[config.mk]
export PLATFORM = sky130hd
export DESIGN_NAME = ps2_key_tracker
export DESIGN_NICKNAME = d
export VERILOG_FILES = /design/src/rtl/ps2_key_pkg.sv /design/src/rtl/ps2_key_tracker_timer.sv /design/src/rtl/ps2_key_tracker.sv
export SDC_FILE = /design/constraint.sdc
export NUM_CORES = 1
export LEC_CHECK = 0
export CAP_MARGIN = 15
export CORE_MARGIN = 1
export CORE_UTILIZATION = 55
export CTS_CLUSTER_DIAMETER = 30
export DETAILED_ROUTE_END_ITERATION = 10
export PLACE_DENSITY = 0.79
export SLEW_MARGIN = 20
export SYNTH_ARGS = -nofsm -noshare
export SYNTH_HDL_FRONTEND = slang
export SYNTH_HIERARCHICAL = 1
export SYNTH_SLANG_ARGS = --single-unit
[constraint.sdc]
create_clock -name CLOCK_50 -period 3.72 [get_ports CLOCK_50]
set_input_delay 0.744 -clock CLOCK_50 [delete_from_list [all_inputs] [get_ports CLOCK_50]]
set_output_delay 0.744 -clock CLOCK_50 [all_outputs]
set_load 0.05 [all_outputs]
[src/rtl/ps2_key_pkg.sv]
// ps2_key_pkg: scancode constants, key indices, tracker FSM states
// and the scancode-to-key mask helper shared by the PS/2 key tracker.
package ps2_key_pkg;

   localparam logic [7:0] CODE_EXT   = 8'hE0;
   localparam logic [7:0] CODE_BRK   = 8'hF0;
   localparam logic [7:0] CODE_PAUSE = 8'hE1;
   localparam logic [7:0] CODE_ENTER = 8'h5A;
   localparam logic [7:0] CODE_LEFT  = 8'h6B;
   localparam logic [7:0] CODE_RIGHT = 8'h74;

   localparam int KEY_ENTER = 2;
   localparam int KEY_LEFT  = 1;
   localparam int KEY_RIGHT = 0;

   localparam logic [2:0] PAUSE_TAIL_BYTES = 3'd7;

   typedef enum logic [2:0] {
      IDLE,
      EXT,
      BRK,
      EXT_BRK,
      SKIP
   } state_t;

   // One-hot key bit for a final scancode; zero for unmapped codes.
   function automatic logic [2:0] key_mask(input logic [7:0] code);
      logic [2:0] m;
      m = '0;
      case (code)
         CODE_ENTER: m[KEY_ENTER] = 1'b1;
         CODE_LEFT:  m[KEY_LEFT]  = 1'b1;
         CODE_RIGHT: m[KEY_RIGHT] = 1'b1;
         default:    m = '0;
      endcase
      return m;
   endfunction

endpackage

[src/rtl/ps2_key_tracker_timer.sv]
// ps2_seq_timer: inter-byte stall counter; clear zeroes it, enable
// advances it (saturating), expired flags the last count for one cycle.
// Ports: clk, reset (sync, high), clear, enable in; expired out.
module ps2_seq_timer #(
   parameter int TIMEOUT_CYCLES = 100000
) (
   input  logic clk,
   input  logic reset,
   input  logic clear,
   input  logic enable,
   output logic expired
);

   localparam int W = (TIMEOUT_CYCLES > 1) ? $clog2(TIMEOUT_CYCLES) : 1;
   localparam logic [W-1:0] LAST = W'(TIMEOUT_CYCLES - 1);

   logic [W-1:0] count;

   always_ff @(posedge clk) begin
      if (reset || clear) begin
         count <= '0;
      end else if (enable && (count != LAST)) begin
         count <= count + W'(1);
      end
   end

   // A byte arriving on the expiry cycle wins over the timeout.
   assign expired = enable && !clear && (count == LAST);

endmodule

[src/rtl/ps2_key_tracker.sv]
// ps2_key_tracker: parses PS/2 set-2 make/break/E0/E1 sequences into
// held levels and press/release pulses for Enter, Left and Right.
// Ports: CLOCK_50, reset (sync, high), received_data[7:0],
// received_data_en in; key_held, key_press, key_release [2:0]
// (bit2 Enter, bit1 Left, bit0 Right) and seq_error out.
module ps2_key_tracker
   import ps2_key_pkg::*;
#(
   parameter int TIMEOUT_CYCLES = 100000
) (
   input  logic       CLOCK_50,
   input  logic       reset,
   input  logic [7:0] received_data,
   input  logic       received_data_en,
   output logic [2:0] key_held,
   output logic [2:0] key_press,
   output logic [2:0] key_release,
   output logic       seq_error
);

   state_t     state;
   state_t     nstate;
   logic [2:0] skip;
   logic [2:0] nskip;
   logic [2:0] hit;
   logic       err;
   logic       make;
   logic       brk;
   logic       rehandle;
   logic       expired;

   ps2_seq_timer #(
      .TIMEOUT_CYCLES(TIMEOUT_CYCLES)
   ) u_timer (
      .clk    (CLOCK_50),
      .reset  (reset),
      .clear  (received_data_en),
      .enable (state != IDLE),
      .expired(expired)
   );

   assign hit = key_mask(received_data);

   // Byte decode: a bad prefix flags an error and the byte is then
   // treated as the start of a fresh sequence.
   always_comb begin
      nstate   = state;
      nskip    = skip;
      err      = 1'b0;
      make     = 1'b0;
      brk      = 1'b0;
      rehandle = 1'b0;
      unique case (state)
         IDLE: rehandle = 1'b1;
         EXT: begin
            if (received_data == CODE_BRK) begin
               nstate = EXT_BRK;
            end else if (received_data == CODE_EXT ||
                         received_data == CODE_PAUSE) begin
               err      = 1'b1;
               rehandle = 1'b1;
            end else begin
               make   = 1'b1;
               nstate = IDLE;
            end
         end
         BRK, EXT_BRK: begin
            if (received_data == CODE_EXT ||
                received_data == CODE_BRK ||
                received_data == CODE_PAUSE) begin
               err      = 1'b1;
               rehandle = 1'b1;
            end else begin
               brk    = 1'b1;
               nstate = IDLE;
            end
         end
         SKIP: begin
            nskip = skip - 3'd1;
            if (skip <= 3'd1) begin
               nskip  = '0;
               nstate = IDLE;
            end
         end
      endcase
      if (rehandle) begin
         case (received_data)
            CODE_EXT:   nstate = EXT;
            CODE_BRK:   nstate = BRK;
            CODE_PAUSE: begin
               nstate = SKIP;
               nskip  = PAUSE_TAIL_BYTES;
            end
            default: begin
               nstate = IDLE;
               make   = 1'b1;
            end
         endcase
      end
   end

   always_ff @(posedge CLOCK_50) begin
      if (reset) begin
         state       <= IDLE;
         skip        <= '0;
         key_held    <= '0;
         key_press   <= '0;
         key_release <= '0;
         seq_error   <= 1'b0;
      end else begin
         key_press   <= '0;
         key_release <= '0;
         seq_error   <= 1'b0;
         if (received_data_en) begin
            state     <= nstate;
            skip      <= nskip;
            seq_error <= err;
            if (make) begin
               key_held  <= key_held | hit;
               key_press <= hit & ~key_held;
            end
            if (brk) begin
               key_held    <= key_held & ~hit;
               key_release <= hit & key_held;
            end
         end else if (expired) begin
            state     <= IDLE;
            skip      <= '0;
            seq_error <= 1'b1;
         end
      end
   end

endmodule

==> results.txt <==
At the later pin of the worst-skew pair, clock insertion delay measures 0.35 ns. After the first detailed-routing iteration, the DRC count stood at 70. The flow ran to the end, and the final reports show no timing, DRC or antenna violations. Synthesis inferred 33 register bits. The summed area of non-filler cells in the final layout was 2013 um2.

Power density normalized to cell area: 309.3 nW/um2. Kind of critical path: register to register. The number of vias per cell after detailed routing was 6.117; the highest ir drop seen on vdd was 194.9 uV. The number of global-route vias before repair is 1419. The part of the power in combinational logic is 5.7%. The die outline area is 3370 um2, and the total routing resource utilization after global routing is 23.97%. Walking the worst path, the cells encountered are or4b_4 -> nor4_4 -> nor3b_2 -> nand2b_1 -> a31oi_1 -> o21ai_0. The total negative slack was 0 ns; the switching part of the total power was 23.04%. Buffers inserted to repair hold after CTS numbered 0. TritonCTS built the clock tree.

In the final design database the tool counted 227 nets. Among all flip-flop cells after synthesis, the most frequent one is dfxtp_1. The power dissipated by switching net loads is 0.1435 mW. The logs give 6 for the total of warnings raised by yosys and 0 for the initial antenna violation count. The buffers inserted during post-CTS setup optimization is 0. The run gives 0.01134 ns as the largest clock skew in the final design. In this run the tool buffered the top-level ports with 20 buffer cells. Once the clock tree was built, the resizer swapped 0 gates to a different size.

Hold-critical path endpoint: key_press[1]. For the maximum buffer depth of the clock tree, the log shows 2. In this run the critical register-to-register path is launched from u_timer/count[5].

The tool flagged a number of max-cap violations equal to 0. Yosys mapped a number of flops with a built-in enable equal to 0. Hold is met by 0.4838 ns. Final-report setup violation count: 0.

The tools report the detailed-route DRC error count as 0. The remaining number of nets flagged by the antenna check after routing was 0; the total wire length was 3558 um. In this run, flip-flops and latches consume 56.8% of the power. The run gives 60.07% as the starting utilization of the core area.

In this run the register-to-register setup slack is 1.36 ns. After detailed routing, the average wire length per cell comes to 13.90 um. The run gives 0 as the residual overflow from global routing. Leading cell type by number of instances after synthesis: dfxtp_1. In this run the core area contains 19 standard-cell rows.

The data arrival time of the critical path is 2.58 ns, and the worst hold path depth is 1. The worst-path maximum fanout is 9. The worst hold path belongs to the class register to register. Synthesis produced a netlist with a net count of 206.

Synthesis handed over a netlist of 192 instances. The largest single stage delay on the critical path is 0.56 ns. In the synthesized netlist the async set-or-reset flop fraction comes to 0%. For this run, the detailed router's first-pass iteration total came to 6. Cell at the root of the clock tree: clkbuf_4. Post-place setup slack: 1.221 ns. The worst setup path is launched from a register.

For the final cell count without fillers, the log shows 256. The tools report the worst reg2reg path endpoint as skip[2]. By count the netlist is led by 33 x dfxtp_1, 18 x nand3_1, 17 x a21oi_1. In this run the cell area measured after placement is 1943 um2. In this run the vertical extent of the chip is 58.05 um.

In this run the count of I/O pins placed on the die edge is 21. Of the cells placed in the final design, the portion with a size suffix greater than 1 is 10.28%. The tools report the final hold violation count as 0.

The number of pins with negative max-slew slack in the final report was 0. A synthesized cell averages 9.000 um2. Entering global routing, the biggest net connects 19 pins.

The sink count of the clock tree is 33. The number of instances in the placed design was 248; the internal power was 0.4792 mW. Summing every instance area after synthesis gives 1728 um2. In this run the number of H-tree levels came out at 2. The type of destination of the critical path was a register. The number of cells on the worst reg-to-reg path is 6. The transition at the pin with the smallest max-transition slack was 0.5067 ns. After floorplanning, the core was sized to cover 2877 um2. Summed over all nets, the half-perimeter wirelength after detailed placement is 2620 um. In this run the static leakage power is 0.7030 nW. Dominant cell type by area after synthesis: dfxtp_1.

Synthesis instantiated 48 different standard cells from the library. The completed layout was analyzed and its total power is 0.6227 mW. The fraction of synthesized cell area taken by the top area cell type is 38.23%.

For the worst setup path, the data required time is 3.94 ns. Subtracting the final worst setup slack from the clock period gives 2.357 ns. After synthesis, the cell types taking the most area are dfxtp_1 38%, nand3_1 5.2%, a21oi_1 4.9%, and3_1 3.3%, xor2_1 3.0%. Routability-driven placement finished with a final weighted congestion of 0.8411.

Setup repair after global routing left no endpoint under its margin. Per report_power, the clock group accounts for 37.6% of the total. The area growth from synthesis to layout is 16.51%. The horizontal die dimension is 58.05 um.

Cells fill 69.99% of the core in the end. For the achievable frequency, the log shows 424.3 MHz. In this run the tightest slew margin relative to its limit is 65.97%. Clock-pin slew was measured on the worst setup and hold paths at 0.11 ns.

0 antenna diodes ended up in the layout. The smallest setup slack after layout is 1.363 ns. Among all stages on the critical path, the largest delay is contributed by or4b_4. After synthesis, flip-flops and latches occupy 38.23% of the total area. The final route contains 1566 vias. The first-pass GRT wire length was 6182 um; the ratio of final minimum period to clock period was 63.36%. Number of buffers created by CTS: 5.
==> layer usage <==
layer	vias up	routed length (um)	GRT usage, %
met5	-	0	0
met3	8	157	8.482
met1	748	1598	29.36
met4	0	58	10.54
li1	775	-	-
met2	35	1744	37.93
==> cells in the final DEF (no fill, tap or decap), types with 4 or more instances in the layout <==
master / n
nand2_1: 6
clkbuf_4: 5
clkdlybuf4s50_1: 20
nor2b_1: 4
nand3_1: 18
nor2_1: 10
o31ai_1: 4
dfxtp_1: 33
nand4_1: 7
o21ai_0: 5
inv_1: 9
a21oi_1: 17
and3_1: 9
nand2b_1: 4
or3_1: 5
xor2_1: 6
==> cell type report <==
| type | count | area, um2 |
|---|---|---|
| clock buffer | 7 | 65.06 |
| clock inverter | 1 | 5.005 |
| inverter | 9 | 33.78 |
| sequential | 33 | 660.6 |
| timing repair buffer | 20 | 200.2 |
| tap | 42 | 52.55 |
| fill | 233 | 863.3 |
| multi-input combinational | 144 | 996.0 |
==> logic make-up (layout without fill, tap and decap cells) <==
kind of cell / Yosys count / count (layout) / share of synthesized area [%]
compound gates: 39 / 39 / 14.48
xor+xnor: 7 / 7 / 3.548
fa+ha+maj: 3 / 3 / 2.173
buf+inv: 15 / 37 / 4.127
flops: 33 / 33 / 38.23
simple gates: 95 / 95 / 37.44
==> sequential cells by signal, indices dropped and copies added, names as in the netlist, named ones only <==
name           cells
key_press          3
key_release        3
seq_error          1
skip               3
state              3
u_timer/count     17
==> power groups by stage <==
stage                     sequential, mW  clock [mW]  combinational (mW)
final                              0.354       0.234              0.0352
after floorplan                    0.362           0              0.0177
after global routing               0.354       0.258              0.0387
after detailed placement           0.362           0              0.0353
after CTS                          0.354       0.239              0.0353
after global placement             0.362           0              0.0340
==> worst max path at each step <==
stage	startpoint	endpoint	slack, ns	cells past startpoint
finish	u_timer/count[5]	skip[2]	1.36	6
global route	u_timer/count[5]	skip[2]	1.21	6
CTS	u_timer/count[5]	skip[2]	1.38	6
detailed placement	reset	u_timer/count[5]	1.22	4
global placement	reset	u_timer/count[5]	1.28	4
floorplan	u_timer/count[5]	skip[2]	1.71	6
==> critical path: cells and delay by family, from the launching register on <==
family / cells / cell delay (ns)
compound gates: 2 / 0.32
simple gates: 4 / 1.53
flops: 1 / 0.38
Power figures use the tool's default switching activity.
